## src/rtl/lsu_pkg.sv

```systemverilog
// Shared definitions for the load/store unit: access-control encodings,
// FSM state type and the request legality check.
package lsu_pkg;

  // Access size/sign encodings carried on ReqCtrl.
  localparam logic [2:0] CTRL_SB = 3'b000;  // signed byte
  localparam logic [2:0] CTRL_SH = 3'b001;  // signed half
  localparam logic [2:0] CTRL_W  = 3'b010;  // word
  localparam logic [2:0] CTRL_UB = 3'b100;  // unsigned byte
  localparam logic [2:0] CTRL_UH = 3'b101;  // unsigned half

  typedef enum logic [2:0] {
    ST_IDLE  = 3'd0,
    ST_READ  = 3'd1,
    ST_WAIT  = 3'd2,
    ST_WRITE = 3'd3,
    ST_RESP  = 3'd4
  } lsu_state_e;

  // A request is legal when its encoding is known and its address is
  // naturally aligned for the access size.
  function automatic logic access_ok(input logic [2:0] ctrl, input logic [1:0] addr_lo);
    logic ok;
    ok = 1'b0;
    case (ctrl)
      CTRL_SB, CTRL_UB: ok = 1'b1;
      CTRL_SH, CTRL_UH: ok = (addr_lo[0] == 1'b0);
      CTRL_W:           ok = (addr_lo == 2'b00);
      default:          ok = 1'b0;
    endcase
    return ok;
  endfunction

endpackage

```

## src/rtl/lsu_align.sv

```systemverilog
// Combinational lane logic: extracts and extends load data from a memory
// word, and merges sub-word store data into a memory word (little-endian).
module lsu_align
  import lsu_pkg::*;
(
  input  logic [2:0]  ctrl,
  input  logic [1:0]  addr_lo,
  input  logic [31:0] rd_word,
  input  logic [15:0] st_low,
  output logic [31:0] load_data,
  output logic [31:0] merged_word
);

  logic [7:0]  byte_sel;
  logic [15:0] half_sel;

  // Select the addressed lane, then extend it for loads or overwrite it for stores.
  always_comb begin
    // NOTE: every output of a combinational block gets a default first so no
    // path through the case leaves it unassigned, which would infer a latch.
    byte_sel    = rd_word[{addr_lo, 3'b000} +: 8];
    half_sel    = addr_lo[1] ? rd_word[31:16] : rd_word[15:0];
    load_data   = '0;
    merged_word = rd_word;
    case (ctrl)
      CTRL_SB: begin
        load_data = {{24{byte_sel[7]}}, byte_sel};
        merged_word[{addr_lo, 3'b000} +: 8] = st_low[7:0];
      end
      CTRL_UB: begin
        load_data = {24'h0, byte_sel};
        merged_word[{addr_lo, 3'b000} +: 8] = st_low[7:0];
      end
      CTRL_SH: begin
        load_data = {{16{half_sel[15]}}, half_sel};
        merged_word[{addr_lo[1], 4'b0000} +: 16] = st_low;
      end
      CTRL_UH: begin
        load_data = {16'h0, half_sel};
        merged_word[{addr_lo[1], 4'b0000} +: 16] = st_low;
      end
      CTRL_W:  load_data = rd_word;
      default: load_data = '0;
    endcase
  end

endmodule

```

## src/rtl/load_store_unit.sv

```systemverilog
// Load/store unit: accepts one byte/half/word access at a time, performs a
// read-modify-write for sub-word stores, and returns extended load data or
// an error flag through a valid/ready response.
module load_store_unit
  import lsu_pkg::*;
#(
  parameter int ADDR_W = 32
) (
  input  logic              clk,
  input  logic              rst,
  input  logic              ReqValid,
  output logic              ReqReady,
  input  logic              ReqWr,
  input  logic [2:0]        ReqCtrl,
  input  logic [ADDR_W-1:0] ReqAddr,
  input  logic [31:0]       ReqData,
  output logic              RespValid,
  input  logic              RespReady,
  output logic [31:0]       RespData,
  output logic              RespErr,
  output logic              MemEn,
  output logic              MemWr,
  output logic [ADDR_W-1:0] MemAddr,
  output logic [31:0]       MemWrData,
  input  logic [31:0]       MemRdData
);

  lsu_state_e        state;
  logic              lat_wr;
  logic [2:0]        lat_ctrl;
  logic [ADDR_W-1:0] lat_addr;
  logic [15:0]       lat_data;
  logic [31:0]       resp_data;
  logic              resp_err;
  logic [31:0]       wr_word;
  logic [31:0]       load_data;
  logic [31:0]       merged_word;
  logic              accept;

  assign accept = ReqValid && (state == ST_IDLE);

  lsu_align u_align (
    .ctrl        (lat_ctrl),
    .addr_lo     (lat_addr[1:0]),
    .rd_word     (MemRdData),
    .st_low      (lat_data),
    .load_data   (load_data),
    .merged_word (merged_word)
  );

  // Access sequencing: latch the request, route it, and hold the response.
  always_ff @(posedge clk or posedge rst) begin
    if (rst) begin
      state     <= ST_IDLE;
      lat_wr    <= 1'b0;
      lat_ctrl  <= '0;
      lat_addr  <= '0;
      lat_data  <= '0;
      resp_data <= '0;
      resp_err  <= 1'b0;
      wr_word   <= '0;
    end else begin
      // NOTE: state registers use non-blocking assignments so every register
      // samples pre-edge values and the block order never changes behavior.
      case (state)
        ST_IDLE: begin
          if (accept) begin
            lat_wr    <= ReqWr;
            lat_ctrl  <= ReqCtrl;
            lat_addr  <= ReqAddr;
            lat_data  <= ReqData[15:0];
            wr_word   <= ReqData;
            resp_data <= '0;
            if (!access_ok(ReqCtrl, ReqAddr[1:0])) begin
              resp_err <= 1'b1;
              state    <= ST_RESP;
            end else begin
              resp_err <= 1'b0;
              state    <= (ReqWr && ReqCtrl == CTRL_W) ? ST_WRITE : ST_READ;
            end
          end
        end
        ST_READ: state <= ST_WAIT;
        ST_WAIT: begin
          if (lat_wr) begin
            wr_word <= merged_word;
            state   <= ST_WRITE;
          end else begin
            resp_data <= load_data;
            state     <= ST_RESP;
          end
        end
        ST_WRITE: state <= ST_RESP;
        ST_RESP:  if (RespReady) state <= ST_IDLE;
        default:  state <= ST_IDLE;
      endcase
    end
  end

  assign ReqReady  = (state == ST_IDLE);
  assign RespValid = (state == ST_RESP);
  assign RespData  = resp_data;
  assign RespErr   = resp_err && RespValid;
  assign MemEn     = (state == ST_READ) || (state == ST_WRITE);
  assign MemWr     = (state == ST_WRITE);
  assign MemAddr   = MemEn ? {lat_addr[ADDR_W-1:2], 2'b00} : '0;
  assign MemWrData = wr_word;

endmodule
```

## config.mk

```make
export PLATFORM = sky130hd
export DESIGN_NAME = load_store_unit
export DESIGN_NICKNAME = d
export VERILOG_FILES = /design/src/rtl/lsu_pkg.sv /design/src/rtl/lsu_align.sv /design/src/rtl/load_store_unit.sv
export SDC_FILE = /design/constraint.sdc
export NUM_CORES = 1
export LEC_CHECK = 0
export BUFFER_PORTS_ARGS = -buffer_cell sky130_fd_sc_hd__buf_2
export CELL_PAD_IN_SITES_DETAIL_PLACEMENT = 0
export CELL_PAD_IN_SITES_GLOBAL_PLACEMENT = 1
export CORE_UTILIZATION = 37
export CTS_CLUSTER_SIZE = 24
export DETAILED_ROUTE_END_ITERATION = 8
export PLACE_DENSITY = 0.86
export SYNTH_ARGS = -nofsm -noshare
export SYNTH_HDL_FRONTEND = slang
export SYNTH_SLANG_ARGS = --single-unit
```

## constraint.sdc

```tcl
create_clock -name clk -period 6 [get_ports clk]
set_clock_uncertainty 0.05 [all_clocks]
set_input_delay 1.8 -clock clk [delete_from_list [all_inputs] [get_ports clk]]
set_output_delay 1.8 -clock clk [all_outputs]
set_load 0.01 [all_outputs]
```

=== Word-level counts from Yosys, hierarchy flattened ===
Index checks and enable logic that the tools add are counted.

* Register bits after elaboration: 120
* Bits of input ports: 104
* Word-level logic and storage cells: 71

* Add/subtract/negate cells: 2
* Equality and inequality tests: 16
* Shift operators: 5
* Muxes and demuxes: 22
* Bitwise gates (word level): 1
* Reductions and logical operators: 17

{| class="wikitable"
|+ Operator list
! operator !! number
|-
| 32-bit case mux with 2 select lines || 3
|-
| 32-bit 2-to-1 mux || 5
|-
| 32-bit case mux with 5 select lines || 1
|-
| 32-bit bitwise mux || 2
|-
| 16-bit by 7-bit variable shift with 32-bit output (first input constant) || 1
|-
| 8-bit by 7-bit variable shift with 32-bit output (first input constant) || 1
|-
| 16-bit by 7-bit indexed part select with 32-bit output || 1
|-
| 32-bit by 6-bit indexed part select with 8-bit output || 1
|-
| 8-bit by 7-bit indexed part select with 32-bit output || 1
|-
| 16-bit 2-to-1 mux || 1
|-
| 3-bit equality test (second input constant) || 5
|-
| 3-bit case mux with 5 select lines || 1
|-
| 5-bit negator with 7-bit output || 2
|-
| 3-bit by 2-bit equality test with 1-bit output (second input constant) || 4
|-
| 3-bit 2-to-1 mux || 4
|-
| 3-bit by 1-bit equality test with 1-bit output (second input constant) || 3
|-
| 3-bit logical NOT || 3
|-
| 2-bit OR reduction || 4
|-
| 3-bit AND reduction || 2
|-
| 2-bit by 1-bit inequality test with 1-bit output (second input constant) || 2
|-
| 2-bit inequality test (second input constant) || 2
|-
| 2-bit AND reduction || 2
|-
| 1-bit logical AND || 3
|-
| 1-bit 2-to-1 mux || 3
|-
| other kinds (6) || 6
|}

=== Depth between registers and ports, before layout ===
* Depth after elaboration: 8
* Mapped depth: 8

=== Hierarchy ===
From an unflattened synthesis, not the netlist that was laid out.

* Cells, all modules: 685
* Area total of the unflattened synthesis: 7303.3 µm²

{| class="wikitable"
|+ By module, submodules not included
! module !! instances !! cells an instance !! area an instance (µm²)
|-
| load_store_unit || 1 || 419 || 5534.1
|-
| lsu_align || 1 || 266 || 1769.2
|}

=== Worst setup path after synthesis ===
OpenSTA, ideal clock, no wires.

* Path kind: input -> register
* Start: in ReqValid
* End: reg resp_data[16], in the netlist RespData[16]
* Setup time: 0.126 ns
* Arrival time: 3.044 ns
* Required time: 5.824 ns
* Setup slack: 2.780 ns
* Stages on the path: 6
* Buffers on the path: 3
* Cell sequence: or4b_1 clkbuf_2 and2_1 buf_6 buf_6 a221o_1

* Longest elaborated chain between the ends: 3

{| class="wikitable"
|+ RTL lines
! what !! line !! text
|-
| start: declaration || load_store_unit.sv:11 || <nowiki>input logic ReqValid,</nowiki>
|-
| 1-bit logical AND || load_store_unit.sv:40 || <nowiki>assign accept = ReqValid && (state == ST_IDLE);</nowiki>
|-
| 2-bit by 1-bit inequality test with 1-bit output (no line) || - ||
|-
| 3-bit AND reduction (no line) || - ||
|-
| end signal: assignment || load_store_unit.sv:89 || <nowiki>resp_data <= load_data;</nowiki>
|-
| end: declaration || load_store_unit.sv:33 || <nowiki>logic [31:0] resp_data;</nowiki>
|}

No other way between the ends.
A chain may end at the register's enable or synchronous reset.

=== Worst setup path in the final report ===
* Start: reg state[0]
* End: out MemAddr[5]

* Longest elaborated chain between the ends: 3
* Elaborated cells between the ends (all ways): 4
* Classes of those cells: eq/ne (2); mux (1); reduce/logical (1)

{| class="wikitable"
|+ RTL lines
! what !! line !! text
|-
| start: declaration || load_store_unit.sv:28 || <nowiki>lsu_state_e state;</nowiki>
|-
| start signal: assignment || load_store_unit.sv:79 || <nowiki>state <= (ReqWr && ReqCtrl == CTRL_W) ? ST_WRITE : ST_READ;</nowiki>
|-
| 3-bit by 1-bit equality test with 1-bit output or 3-bit by 2-bit equality test with 1-bit output (tied branches) || load_store_unit.sv:104 || <nowiki>assign MemEn = (state == ST_READ) || (state == ST_WRITE);</nowiki>
|-
| 1-bit logical OR (*) || load_store_unit.sv:104 ||
|-
| 32-bit 2-to-1 mux (*) || load_store_unit.sv:106 || <nowiki>assign MemAddr = MemEn ? {lat_addr[ADDR_W-1:2], 2'b00} : '0;</nowiki>
|-
| end: declaration || load_store_unit.sv:23 || <nowiki>output logic [ADDR_W-1:0] MemAddr,</nowiki>
|}

Mark *: on every way between the ends. The rest lies on a longest branch, timed or not.

==> run metrics <==
worst hold start=lat_addr[2]; Tmin final=4.04 ns; Setup Buffers After CTS=0; top_reg_cell synth=dfrtp_1; Hold Path Class=reg2reg; Ant. Diodes=0; kind of end point of the critical path=output port; Comb pwr share=0.393; CTS tree=yes; worst-case clock buffer depth=2; Yosys warning total=0; number of port buffers=202; post-DR wirelength/cell=18.0 um; critical path startpoint category=register; post-cts sizing count=0; Final setup viols=0; peak supply drop=0.282 mV; first-pass GRT wire length=just under 30 mm; synth unique cells=54; First DRT Iteration DRCs=463; core area=0.0158 mm^2; DRT antenna net count=0; Hold Path Sink=lat_addr[2]; layout cells sized above 1=0.318; area grow syn2layout=28.2%; clock sinks=120; Worst-Margin Slew=around 1.1 ns; Hold Vio Cnt, Final=0; initial core utilization=0.377; WP data arrival=roughly 2.2 ns; placement row count=46; fmax=roughly 0.25 GHz; sw frac=0.409; Die Span X=129 um; DR vias/cell=around 5.4; RSZ-0062 raised after global routing=no; required time of the critical path=roughly 4.2 ns; IO Count=between 200 and 250; Residual DRC=0; pin count of the biggest net entering global routing=slightly below 60; routed vias=5615; GRT Total Usage=0.236; setup_tns=0 ns; Worst R2R Start=lat_addr[1]; Seq pwr share=0.364; EDFF count, synth=0; Lkg Pwr=3.92 nW; Clock Power Share=0.243; Worst slew margin=0.244; Final Slew Violations=0; worst r2r dst=MemWrData[7]; Seq/Total Area, Yosys=0.503; Die Ht=between 100 and 150 um; initial antenna violation count=2; Cells after Synth=~630; Syn Area/Cell=~9.5 um^2; Max Cap Viol=0; hold depth=2; number of global-route vias before repair=about 5500; cells on worst reg2reg path=6; cell-internal power=between 2 and 2.5 mW; DR pass1 iterations=5; reg-to-reg slack, setup=about 3.2 ns; Die ar.=0.0167 mm^2; total gr overflow=0; clk_lat worst skew=0.42 ns; final wirelength=18.8 mm; Synth async-reset ratio=1.00; CP max FO=32; total power=4.13 mW; Post-layout nets=between 900 and 1000; outcome=finished, final reports clean; switching power total=about 1.7 mW; Hold-fix buffers, CTS=0; Num CTS Buffers=17; fin crit share=0.674; H-Tree Depth=4; fill count=between 1500 and 2000; Post-Syn Area=0.00597 mm^2; Root Buffer=clkbuf_16; pwr/cell area=roughly 540 mW/mm^2; synthesized flop and latch total=between 100 and 150; detailed placement HPWL=approximately 14 mm; Crit Path Category=reg2out; Reg clk slew, reported paths=0.05 ns; RePlAce Congestion=between 0.8 and 0.9
-- Yosys cell counts (3+ instances only) --
cell type,count,area (um^2)
mux2_2,9,101
nor2b_1,5,31.3
dfrtp_1,120,3000
buf_6,5,56.3
o21ai_1,7,35.0
a221o_1,16,160
nor3b_2,3,37.5
o211ai_1,16,120
buf_2,7,35.0
nor2_1,13,48.8
o21ai_0,44,220
buf_4,3,22.5
o31ai_1,9,67.6
inv_1,4,15.0
nor3_1,3,15.0
a222oi_1,7,70.1
nand2_1,190,713
and2_1,34,213
ha_1,5,62.6
nand3_1,3,15.0
a21o_1,19,143
nand2b_1,6,37.5
a22oi_1,15,113
a221oi_1,25,219
clkbuf_1,31,116
-- power groups by stage --
| stage | clock [mW] | combinational, mW | sequential (mW) |
|---|---|---|---|
| after global routing | 1.05 | 1.83 | 1.55 |
| after floorplan | 0 | 1.10 | 1.47 |
| after global placement | 0 | 1.61 | 1.50 |
| final | 1.00 | 1.62 | 1.50 |
| after detailed placement | 0 | 1.63 | 1.50 |
| after CTS | 1.02 | 1.63 | 1.50 |
-- kinds of logic after synthesis --
kind of cell,Yosys count,synth area share
AOI/OAI and AO/OA,170,0.209
adders and majority gates,5,0.0105
buffers and inverters,51,0.0419
DFF,120,0.503
muxes,11,0.0224
other,1,0.000628
and+or+nand+nor,274,0.213
-- cell type report --
class	instances	area, um^2	share of cell area
multi-input cells	462	2730	0.357
inverters	4	17.5	0.00229
well taps	216	270	0.0353
clock inverters	14	150	0.0196
flip-flops and latches	120	3000	0.392
clock buffers	18	429	0.0560
repair buffers	208	1060	0.138
-- registers in the layout, indices dropped and copies added (netlist names) --
register	count
MemWrData	32
RespData	32
lat_addr	32
lat_data	16
lat_ctrl	3
state	3
lat_wr	1
resp_err	1
-- stage by stage --
stage	area (um^2)	hold WS, ns	cells	setup WS [ns]	utilization
after global placement	7080	0.400	1010	2.25	0.447
after CTS	7660	0.418	1042	1.90	0.484
after detailed placement	7080	0.404	1010	2.24	0.447
after global routing	7660	0.445	1042	1.70	0.484
after floorplan	5980	0.387	633	0.964	-
final	7660	0.415	1042	1.96	0.484
-- cell usage in the layout (no fill, tap or decap), types with 4 or more instances in the layout --
cell type / n
clkbuf_16: 17
o31ai_1: 9
buf_2: 202
o21ai_1: 7
dfrtp_1: 120
buf_4: 6
nor2_1: 13
a221o_1: 16
a221oi_1: 25
mux2_2: 9
o211ai_1: 16
a22oi_1: 15
ha_1: 5
nand2b_1: 6
nor2b_1: 4
nand2_1: 190
and2_1: 34
a21o_1: 19
o21ai_0: 44
a222oi_1: 7
-- layer usage --
layer / share of wire / vias up / GRT usage
met3: 0.092 / 42 / 0.0661
met4: 0.037 / 0 / 0.124
met5: 0 / - / 0
li1: - / 2603 / -
met2: 0.46 / 317 / 0.366
met1: 0.41 / 2653 / 0.301
-- critical path, stage by stage, from the launching register on --
cell and delay (ns):
dfrtp_1 0.54, nor2b_2 0.85, and2_1 0.23, buf_2 0.14
-- worst max-delay path by stage --
| stage | cells after the start | start | endpoint | slack, ns |
|---|---|---|---|---|
| floorplan | 1 | rst | MemWrData[0] | 0.96 |
| global placement | 4 | ReqValid | RespData[18] | 2.25 |
| detailed placement | 5 | ReqValid | MemWrData[7] | 2.24 |
| CTS | 3 | state[0] | MemAddr[5] | 1.90 |
| global route | 3 | state[0] | MemAddr[5] | 1.70 |
| finish | 3 | state[0] | MemAddr[5] | 1.96 |
Note: power is estimated with default switching activity, not from simulation.
